[config.mk]
export PLATFORM = sky130hd
export DESIGN_NAME = sha256_padder
export DESIGN_NICKNAME = d
export VERILOG_FILES = /design/src/rtl/sha256_padder.sv
export SDC_FILE = /design/constraint.sdc
export NUM_CORES = 1
export LEC_CHECK = 0
export BUFFER_PORTS_ARGS = -buffer_cell sky130_fd_sc_hd__buf_2
export CORE_UTILIZATION = 50
export CTS_BUF_LIST = sky130_fd_sc_hd__clkbuf_16
export CTS_CLUSTER_DIAMETER = 100
export DETAILED_ROUTE_END_ITERATION = 10
export PLACE_DENSITY = 0.77
export SYNTH_ARGS = -nofsm -noshare
export SYNTH_HDL_FRONTEND = slang
export SYNTH_SLANG_ARGS = --single-unit
[constraint.sdc]
create_clock -name clk -period 4.5 [get_ports clk]
set_clock_uncertainty 0.15 [all_clocks]
set_input_delay 0.675 -clock clk [delete_from_list [all_inputs] [get_ports clk]]
set_output_delay 0.675 -clock clk [all_outputs]
set_load 0.01 [all_outputs]
[src/rtl/sha256_padder.sv]
// ---------------------------------------------------------------------------
// sha256_padder
// Turns a message of num_words 32-bit words into the padded SHA-256 word
// stream: message words, 0x80000000, zero fill, then the 64-bit bit length
// (high word, low word) as the last two words of the final 512-bit block.
//
// Ports
//   clk, reset        rising-edge clock, asynchronous active-high reset
//   start, num_words  begin a message of num_words words (sampled in IDLE)
//   in_valid/in_ready/in_data     message word stream (ready/valid)
//   out_valid/out_ready/out_data  padded word stream (ready/valid)
//   out_last_word     word 15 of each block
//   out_last_block    every word of the final block
//   busy              accepted start .. done
//   done              one-cycle pulse after the final beat is accepted
// ---------------------------------------------------------------------------
module sha256_padder (
    input  logic        clk,
    input  logic        reset,
    input  logic        start,
    input  logic [15:0] num_words,
    input  logic        in_valid,
    input  logic [31:0] in_data,
    output logic        in_ready,
    output logic        out_valid,
    output logic [31:0] out_data,
    input  logic        out_ready,
    output logic        out_last_word,
    output logic        out_last_block,
    output logic        busy,
    output logic        done
);

    typedef enum logic [2:0] {IDLE, MSG, PAD1, ZERO, LEN_HI, LEN_LO} state_t;

    state_t      state;
    logic [15:0] nw_q;      // latched message length
    logic [16:0] beat_idx;  // index of the next beat to be loaded
    logic        lo_sent;   // LEN_LO word sits in the output register

    logic [16:0] nb;
    logic [16:0] total;
    logic [16:0] last_blk;
    logic        ld_ok;
    logic        acc;
    logic        ld;
    logic [31:0] ld_data;

    // NB = ceil((n+3)/16) = (n+18)>>4; all in 17 bits, max total 65552.
    assign nb       = ({1'b0, nw_q} + 17'd18) >> 4;
    assign total    = nb << 4;
    assign last_blk = total - 17'd16;

    // Output register can take a new word when empty or being drained.
    assign ld_ok    = !out_valid || out_ready;
    assign acc      = out_valid && out_ready;
    assign in_ready = (state == MSG) && ld_ok;

    // Word to load into the output register this cycle, per state.
    always_comb begin
        ld      = 1'b0;
        ld_data = 32'h0;
        case (state)
            MSG: begin
                ld      = in_valid && ld_ok;
                ld_data = in_data;
            end
            PAD1: begin
                ld      = ld_ok;
                ld_data = 32'h8000_0000;
            end
            ZERO, LEN_HI: begin
                ld      = ld_ok;
                ld_data = 32'h0;
            end
            LEN_LO: begin
                ld      = ld_ok && !lo_sent;
                ld_data = {11'b0, nw_q, 5'b0};
            end
            default: begin
                ld      = 1'b0;
                ld_data = 32'h0;
            end
        endcase
    end

    always_ff @(posedge clk or posedge reset) begin
        if (reset) begin
            state          <= IDLE;
            nw_q           <= 16'h0;
            beat_idx       <= 17'h0;
            lo_sent        <= 1'b0;
            out_valid      <= 1'b0;
            out_data       <= 32'h0;
            out_last_word  <= 1'b0;
            out_last_block <= 1'b0;
            busy           <= 1'b0;
            done           <= 1'b0;
        end else begin
            done <= 1'b0;

            // Output register: load a new word or empty it after acceptance.
            if (ld) begin
                out_valid      <= 1'b1;
                out_data       <= ld_data;
                out_last_word  <= (beat_idx[3:0] == 4'hf);
                out_last_block <= (beat_idx >= last_blk);
                beat_idx       <= beat_idx + 17'd1;
            end else if (acc) begin
                out_valid <= 1'b0;
            end

            case (state)
                IDLE: begin
                    if (start) begin
                        nw_q     <= num_words;
                        beat_idx <= 17'h0;
                        lo_sent  <= 1'b0;
                        busy     <= 1'b1;
                        state    <= (num_words != 16'h0) ? MSG : PAD1;
                    end
                end
                MSG: begin
                    if (ld && (beat_idx == {1'b0, nw_q} - 17'd1))
                        state <= PAD1;
                end
                PAD1: begin
                    // beat_idx+3 == total: marker is immediately followed by
                    // the two length words, no zero fill needed.
                    if (ld)
                        state <= (beat_idx + 17'd3 == total) ? LEN_HI : ZERO;
                end
                ZERO: begin
                    if (ld && (beat_idx + 17'd3 == total))
                        state <= LEN_HI;
                end
                LEN_HI: begin
                    if (ld)
                        state <= LEN_LO;
                end
                LEN_LO: begin
                    if (ld) begin
                        lo_sent <= 1'b1;
                    end else if (lo_sent && acc) begin
                        state <= IDLE;
                        busy  <= 1'b0;
                        done  <= 1'b1;
                    end
                end
                default: state <= IDLE;
            endcase
        end
    end

endmodule
==> results of run 1 <==
critical path, cell delays in order (launching register included):
cell       delay (ns)
dfrtp_1          0.53
inv_1            0.14
ha_1             0.25
nand3b_1         0.51
nor2_1           0.31
xnor3_1          0.36
nor3_1           0.25
nand4_1          0.13
a2111oi_0        0.65
buf_4            0.22
nor2b_1          0.18
a31o_1           0.16
final cells by class:
| class | count | area (um^2) | area share |
|---|---|---|---|
| multi-input cells | 469 | 3059 | 0.5138 |
| clock inverters | 7 | 100.1 | 0.01681 |
| inverters | 13 | 48.80 | 0.008195 |
| flip-flops and latches | 74 | 1852 | 0.3110 |
| repair buffers | 97 | 503.0 | 0.08447 |
| clock buffers | 9 | 225.2 | 0.03782 |
| well taps | 133 | 166.4 | 0.02795 |
how the worst max path moves through the flow:
stage	startpoint	endpoint	slack, ns	cells past startpoint
finish	beat_idx[0]	state[2]	0.61	11
global route	nw_q[2]	out_last_block	0.30	13
CTS	nw_q[3]	out_last_block	0.74	14
detailed placement	nw_q[3]	out_last_block	0.76	14
global placement	nw_q[2]	out_last_block	0.86	14
floorplan	nw_q[4]	out_last_block	1.12	15
cell families (layout without fill, tap and decap cells):
group / after synthesis / in the layout
multiplexers: 15 / 15
AND/OR/NAND/NOR: 266 / 266
adder cells (fa/ha/maj): 19 / 19
flip-flops: 74 / 74
buffers and inverters: 65 / 126
AO/OA/AOI/OAI: 98 / 98
XOR/XNOR: 71 / 71
layout by cell type, fill, tap and decap left out, types with 7 or more instances in the layout:
cell type  Yosys  routed
nor3_1        16      15
clkbuf_16      0       9
inv_1         13      12
nor2_1        81      80
a21oi_1       13      13
xor2_1        26      26
ha_1          19      19
xnor2_1       44      44
nand3_1       27      27
nand2_1       63      63
a221oi_1      16      16
o21ai_0       18      18
nand4_1       18      18
dfrtp_1       74      74
nor4_1        14      14
nor2b_1        8       8
buf_2         10      90
a31oi_1        7       7
mux2_2        13      13
buf_4          2       7
flip-flops by register name (all words and copies together) (netlist names):
| signal | cells |
|---|---|
| done | 1 |
| busy | 1 |
| nw_q | 16 |
| out_data | 32 |
| out_last_word | 1 |
| lo_sent | 1 |
| state | 3 |
| out_last_block | 1 |
| beat_idx | 17 |
| out_valid | 1 |
per-stage QoR:
stage / cells / utilization / hold slack, ns / total power (uW) / worst slack, ns
after global routing: 802 / 0.6009 / 0.2254 / 2336 / 0.3014
after CTS: 802 / 0.6009 / 0.1909 / 2226 / 0.7409
after global placement: 786 / 0.5681 / 0.2933 / 1410 / 0.8634
final: 802 / 0.6009 / 0.1870 / 2222 / 0.6112
after detailed placement: 786 / 0.5681 / 0.3040 / 1430 / 0.7590
after floorplan: 608 / - / 0.3570 / 1255 / 1.119
layer usage:
layer | vias to the layer above | GRT usage | wire length [um]
met5 | - | 0 | 0
met4 | 0 | 0.1194 | 415
met3 | 29 | 0.05098 | 1412
met2 | 252 | 0.4262 | 6372
met1 | 2329 | 0.3968 | 6311
li1 | 2252 | - | -
where the power goes:
group / leakage [uW] / internal (uW) / switching (uW)
sequential: 0.000939 / 725 / 135
combinational: 0.00155 / 244 / 325
clock: 0.000160 / 491 / 302
==> impl_metrics.tcl, run 1 <==
set metrics [dict create \
    die_w_um 103.8 \
    placed_cell_area_mm2 0.005629 \
    tightest_slew_ns 0.7457 \
    syn_nets 680 \
    cap_violations 0 \
    grt-ovfl-total 0 \
    gp_congestion 0.9591 \
    rrSetupSlack_ns 0.61 \
    area_delta_synth_final_pct 15.01 \
    worstSetupPathType "register to register" \
    synthAdderAreaFrac 0.04592 \
    reg2reg_to "state[2]" \
    p_leak_uw 0.002654 \
    path_max_fanout 13 \
    drv_slew 0 \
    antenna_found_initial 0 \
    yosys_warnings 0 \
    grt_pass1_wl_um 23830 \
    required_ns 4.63 \
    synth_ff_type "dfrtp_1" \
    min-delay-path-class "input port to async pin" \
    die_h_um 103.8 \
    irDropWorstVdd_mv 0.2022 \
    final_area_mm2 0.005954 \
    synth_cell_types 59 \
    cts_resized 0 \
    reg2reg_from "beat_idx[0]" \
    tns_ns 0 \
    worst_ep_arrival_time_ns 4.01 \
    drt_pass1_iterations 5 \
    synthArstFlopShare 1.000 \
    hold_viol_final 0 \
    postCtsHoldBufs 0 \
    muxShareOfSynthArea 0.03214 \
    synth_common_cells "81 x nor2_1, 74 x dfrtp_1, 63 x nand2_1" \
    ys_seq_elements 74 \
    yosys.area.top_type_share 0.3577 \
    max_freq_ghz 0.2571 \
    io_buffers 90 \
    core_area_mm2 0.009910 \
    synthTopCellsByArea "dfrtp_1 36%, xnor2_1 7.4%, nor2_1 5.9%, ha_1 4.6%, nand2_1 4.6%" \
    wirelength_um 14510 \
    cts_root_buf "clkbuf_16" \
    ant_nets 0 \
    min_period_ns 3.889 \
    netlist_area_mm2 0.005177 \
    clock_latency_ns 0.34 \
    syn-instance-count 608 \
    nets 736 \
    crit_path_start_kind "register" \
    grt_max_degree 39 \
    place_hpwl_um 10810 \
    power.density_mw_per_mm2 373.1 \
    synth_area_leader_cell "dfrtp_1" \
    maxSlewHeadroom 0.4990 \
    clockBufferDepth 2 \
    clk_pin_slew_ns 0.07 \
    yosysMostFrequentCell "nor2_1" \
    grt_pass1_vias 4479 \
    htree_levels 3 \
    cts_tree "done" \
    synth_edf_count 0 \
    drtIter0Drc 416 \
    rsz0062_at_grt "no" \
    n_fill_cell 883 \
    cp-end-kind "register" \
    route.detailed.drc 0 \
    synth_top_family_by_area "simple AND/OR/NAND/NOR gates" \
    die_area_mm2 0.01077 \
    avgRoutedWirePerCell_um 18.09 \
    num_antenna_cells 0 \
    post_cts_buffers 0 \
    viasPerCell 6.062 \
    rows 36 \
    status "finished clean" \
    vias 4862 \
    syn_area_per_cell_um2 8.516 \
    cts_buffers 9 \
    synth_xor_area_frac 0.1228 \
    start_util 0.5225 \
    clock_sinks 74 \
    grt_util_all_layers 0.2820 \
    ioPinCount 91 \
    yosysSeqAreaShare 0.3577 \
    drive_above_1_share 0.2033 \
    setup-violations-final 0 \
    synth_compound_area_frac 0.1370 \
    synthSimpleGateAreaFrac 0.2506 \
    period_share 0.8642 \
    r2r_cells 11 \
]
Power figures use the tool's default switching activity.
==> inputs of run 2 (changes only) <==
--- a/config.mk
+++ b/config.mk
@@ -6,11 +6,13 @@
 export NUM_CORES = 1
 export LEC_CHECK = 0
 export BUFFER_PORTS_ARGS = -buffer_cell sky130_fd_sc_hd__buf_2
-export CORE_UTILIZATION = 50
+export CELL_PAD_IN_SITES_DETAIL_PLACEMENT = 1
+export CELL_PAD_IN_SITES_GLOBAL_PLACEMENT = 2
+export CORE_UTILIZATION = 34
 export CTS_BUF_LIST = sky130_fd_sc_hd__clkbuf_16
 export CTS_CLUSTER_DIAMETER = 100
 export DETAILED_ROUTE_END_ITERATION = 10
-export PLACE_DENSITY = 0.77
+export PLACE_DENSITY = 0.85
 export SYNTH_ARGS = -nofsm -noshare
 export SYNTH_HDL_FRONTEND = slang
 export SYNTH_SLANG_ARGS = --single-unit
==> constraint.sdc (replaced) <==
create_clock -name clk -period 4.5 [get_ports clk]
set_clock_uncertainty 0.15 [all_clocks]
set_input_delay 0.675 -clock clk [delete_from_list [all_inputs] [get_ports clk]]
set_output_delay 0.675 -clock clk [all_outputs]
set_load 0.005 [all_outputs]
==> impl_metrics.tcl, run 2 (synthesis gave the netlist of run 1 again) <==
set metrics [dict create \
    status "finished with violations" \
    violations "design-rule violations" \
    reg2reg_from "nw_q[2]" \
    rrSetupSlack_ns 0.59 \
    crit_path_start_kind "register" \
    rows 44 \
    whs_ns 0.2316 \
    ioPinCount 91 \
    setup-violations-final 0 \
    final_area_mm2 0.005993 \
    vias 4758 \
    drv_slew 0 \
    largest_register_ffs 32 \
    postCtsHoldBufs 0 \
    cts_tree "done" \
    route.detailed.drc 15 \
    core_area_mm2 0.01470 \
    tns_ns 0 \
    drt_pass1_iterations 7 \
    r2r_cells 14 \
    dp_cells 839 \
    clockBufferDepth 2 \
    num_antenna_cells 0 \
    cap_violations 0 \
    worst_ep_arrival_time_ns 4.03 \
    clock_latency_ns 0.35 \
    drtIter0Drc 240 \
    grt_pass1_wl_um 27120 \
    antenna_found_initial 0 \
    placed_cell_area_mm2 0.005708 \
    grt_util_all_layers 0.2239 \
    die_area_mm2 0.01573 \
    path_max_fanout 10 \
    io_buffers 90 \
    grt-ovfl-total 0 \
    crit_chain "nand3_1, xnor2_1, ha_1, nand2_1, a21oi_1, o211ai_1, o21a_1, ha_1, and2_1, nand2_1, or4_1, nand3_1, o22ai_1, a21oi_1" \
    cp-end-kind "register" \
    gp_congestion 0.8712 \
    reg2reg_to "out_last_block" \
    layout_setup_ws_ns 0.5880 \
    grt_pass1_vias 4924 \
    die_h_um 125.4 \
    layout_common_cells "90 x buf_2, 80 x nor2_1, 74 x dfrtp_1, 63 x nand2_1, 44 x xnor2_1" \
    top_register "out_data" \
    irDropWorstVdd_mv 0.1882 \
    rsz0062_at_grt "no" \
    power.density_mw_per_mm2 360.7 \
    min-delay-path-class "input port to async pin" \
    dp_slack_ns 0.6745 \
    hold_viol_final 0 \
    drive_above_1_share 0.2030 \
    wirelength_um 16650 \
    start_util 0.3522 \
    maxSlewHeadroom 0.4202 \
    p_leak_uw 0.002644 \
    max_freq_ghz 0.2556 \
    clk_pin_slew_ns 0.06 \
    critical_path.max_stage_delay_ns 0.55 \
    tightest_slew_ns 0.8618 \
    place_hpwl_um 12670 \
    viasPerCell 5.571 \
    cp_slowest_cell "dfrtp_1" \
    final_common_cell "buf_2" \
    cts_resized 0 \
    avgRoutedWirePerCell_um 19.50 \
    cts_root_buf "clkbuf_16" \
    grt_max_degree 51 \
    period_share 0.8693 \
    reg_top3 "out_data (32), beat_idx (17), nw_q (16)" \
    clock_sinks 74 \
    worstSetupPathType "register to register" \
    die_w_um 125.4 \
    cts_buffers 9 \
    post_cts_buffers 0 \
    nets 738 \
    required_ns 4.62 \
    htree_levels 3 \
    area_delta_synth_final_pct 15.76 \
    instances_no_fill 854 \
    ant_nets 0 \
    min_period_ns 3.912 \
]
run 2: layer usage:
metal / wire, um / global-route usage / vias to the layer above
met3: 750 / 0.03937 / 21
li1: - / - / 2255
met1: 7995 / 0.3005 / 2378
met2: 7602 / 0.3644 / 104
met5: 0 / 0 / -
met4: 301 / 0.07389 / 0
run 2: how the worst max path moves through the flow:
| stage | start | end | slack (ns) | cells past startpoint |
|---|---|---|---|---|
| after global routing | nw_q[2] | out_last_block | 0.24 | 14 |
| after detailed placement | nw_q[4] | out_last_block | 0.67 | 13 |
| after floorplan | nw_q[4] | out_last_block | 1.12 | 15 |
| final | nw_q[2] | out_last_block | 0.59 | 14 |
| after global placement | nw_q[4] | out_last_block | 0.82 | 13 |
| after CTS | nw_q[2] | out_last_block | 0.60 | 14 |
run 2: metrics by stage:
step                total power [uW]  utilization
detailed placement              1458       0.3883
global placement                1433       0.3883
finish                          2162       0.4077
global route                    2288       0.4077
CTS                             2184       0.4077
floorplan                       1249            -
run 2: final cells by class:
class	instances	area, um^2
fill	1773	8706
inverter	13	48.80
multi-input combinational	469	3059
sequential	74	1852
tap	184	230.2
clock inverter	6	60.06
timing repair buffer	99	518.0
clock buffer	9	225.2
run 2: power by group:
part	internal, uW	leakage [uW]	switching (uW)
combinational	250	0.00156	327
clock	423	0.000142	296
sequential	725	0.000939	141
total	1400	0.00264	764
run 2: worst max-delay path, delay by kind of cell (launching register included):
family	cells	cell delay, ns
compound gates	5	0.98
xor+xnor	1	0.35
fa+ha+maj	2	0.52
flops	1	0.55
simple gates	6	1.27
==> inputs of run 3 (changes only) <==
--- a/config.mk
+++ b/config.mk
@@ -12,7 +12,8 @@
 export CTS_BUF_LIST = sky130_fd_sc_hd__clkbuf_16
 export CTS_CLUSTER_DIAMETER = 100
 export DETAILED_ROUTE_END_ITERATION = 10
-export PLACE_DENSITY = 0.85
+export PLACE_DENSITY_LB_ADDON = 0.05
+export RECOVER_POWER = 100
 export SYNTH_ARGS = -nofsm -noshare
 export SYNTH_HDL_FRONTEND = slang
 export SYNTH_SLANG_ARGS = --single-unit
==> impl_metrics.tcl, run 3 (synthesis gave the netlist of run 1 again) <==
set metrics [dict create \
    r2r_cells 14 \
    hold_viol_final 0 \
    place_hpwl_um 12900 \
    rrSetupSlack_ns 0.52 \
    ant_nets 0 \
    irDropWorstVdd_mv 0.1589 \
    multi_input_area_mm2 0.003044 \
    reg2reg_from "nw_q[2]" \
    maxSlewHeadroom -0.5580 \
    min_to "out_data[26]" \
    io_buffers 90 \
    crit_chain "nand3_1, xnor2_1, ha_1, nand2_1, a21oi_1, o211ai_1, o21a_1, ha_1, and2_1, nand2_1, or4_1, nand3_1, o22ai_1, a21oi_1" \
    die_h_um 125.4 \
    clk_pin_slew_ns 0.06 \
    clockBufferDepth 2 \
    min-delay-path-class "register to register" \
    power.density_mw_per_mm2 362.8 \
    cap_violations 4 \
    wirelength_um 16960 \
    final_common_cell "buf_2" \
    top_register "out_data" \
    reg2reg_to "out_last_block" \
    start_util 0.3522 \
    rows 44 \
    cp.depth 14 \
    vias 4703 \
    tns_ns 0 \
    grt_pass1_vias 4931 \
    htree_levels 3 \
    nets 739 \
    ioPinCount 91 \
    min_period_ns 3.984 \
    die_area_mm2 0.01573 \
    core_area_mm2 0.01470 \
    grt_max_degree 41 \
    max_freq_ghz 0.2510 \
    required_ns 4.61 \
    grt-ovfl-total 0 \
    setup-violations-final 0 \
    largest_register_ffs 32 \
    drv_slew 153 \
    cts_buffers 9 \
    register_area_mm2 0.001852 \
    total_power_uw 2162 \
    area_delta_synth_final_pct 15.10 \
    cp_top_family "simple AND/OR/NAND/NOR gates" \
    post_cts_buffers 0 \
    grt_pass1_wl_um 27520 \
    violations "design-rule violations, max-capacitance violations, max-slew violations" \
    timing.critical_path.buf_inv 0 \
    viasPerCell 5.488 \
    postCtsHoldBufs 0 \
    antenna_found_initial 1 \
    path_max_fanout 10 \
    status "finished with violations" \
    cp_slowest_cell "dfrtp_1" \
    p_leak_uw 0.002590 \
    grt_util_all_layers 0.2290 \
    drtIter0Drc 259 \
    die_w_um 125.4 \
    avgRoutedWirePerCell_um 19.79 \
    period_share 0.8854 \
    route.detailed.drc 8 \
    rsz0062_at_grt "no" \
    crit_path_start_kind "register" \
    worst_ep_arrival_time_ns 4.09 \
    clock_latency_ns 0.35 \
    drive_above_1_share 0.1771 \
    layout_common_cells "82 x buf_2, 81 x nor2_1, 74 x dfrtp_1, 63 x nand2_1, 44 x xnor2_1" \
    drt_pass1_iterations 9 \
    holdPathStages 2 \
    tightest_slew_ns 2.337 \
    worstSetupPathType "register to register" \
    min_from "out_data[26]" \
    clock_sinks 74 \
    cp-end-kind "register" \
    cts_resized 0 \
    n_fill_cell 1792 \
    critical_path.max_stage_delay_ns 0.55 \
    cts_tree "done" \
    reg_top3 "out_data (32), beat_idx (17), nw_q (16)" \
    cts_root_buf "clkbuf_16" \
    gp_congestion 0.8477 \
]
## run 3: cell count changes in the layout (fill, tap and decap cells not counted), sizes merged
cell	previous run	this run
diode	0	1
buf	99	86
clkbuf	9	23
clkinvlp	1	2
## run 3: where the power goes
part	switching (uW)	internal, uW
sequential	137	725
combinational	340	244
clock	292	423
## run 3: layer usage
layer  up-vias  GRT usage  wire length (um)
met3        22    0.04108               693
met2        90     0.3835              8315
met1      2338     0.2958              7618
met5         -          0                 0
li1       2253          -                 -
met4         0    0.08178               336
## run 3: layout make-up
| cell class | instances | share of cell area |
|---|---|---|
| Tap cell | 184 | 0.03863 |
| Clock buffer | 9 | 0.03779 |
| Multi-Input combinational cell | 469 | 0.5108 |
| Timing Repair Buffer | 100 | 0.08272 |
| Inverter | 13 | 0.008398 |
| Antenna cell | 1 | 0.0004199 |
| Sequential cell | 74 | 0.3107 |
| Clock inverter | 7 | 0.01050 |
## run 3: how the worst max path moves through the flow
stage | endpoint | start
after CTS | out_last_block | nw_q[2]
after detailed placement | out_last_block | nw_q[4]
final | out_last_block | nw_q[2]
after global routing | nw_q[13] | reset
after global placement | out_last_block | nw_q[4]
after floorplan | out_last_block | nw_q[4]
## run 3: per-stage QoR
step	worst slack [ns]	util	instance area, um^2	hold WS, ns	cells
after floorplan	1.119	-	5177	0.3128	608
after global placement	0.7732	0.3889	5717	0.2943	840
after detailed placement	0.6273	0.3889	5717	0.3011	840
after CTS	0.5934	0.4085	6005	0.2485	856
after global routing	0.1876	0.4053	5957	0.3448	856
final	0.5156	0.4054	5959	0.3052	857
## run 3: tightest hold or removal path, stage by stage, from the launching register on
cell	delay [ns]
dfrtp_1	0.33
nand2_1	0.05
nand2_1	0.04
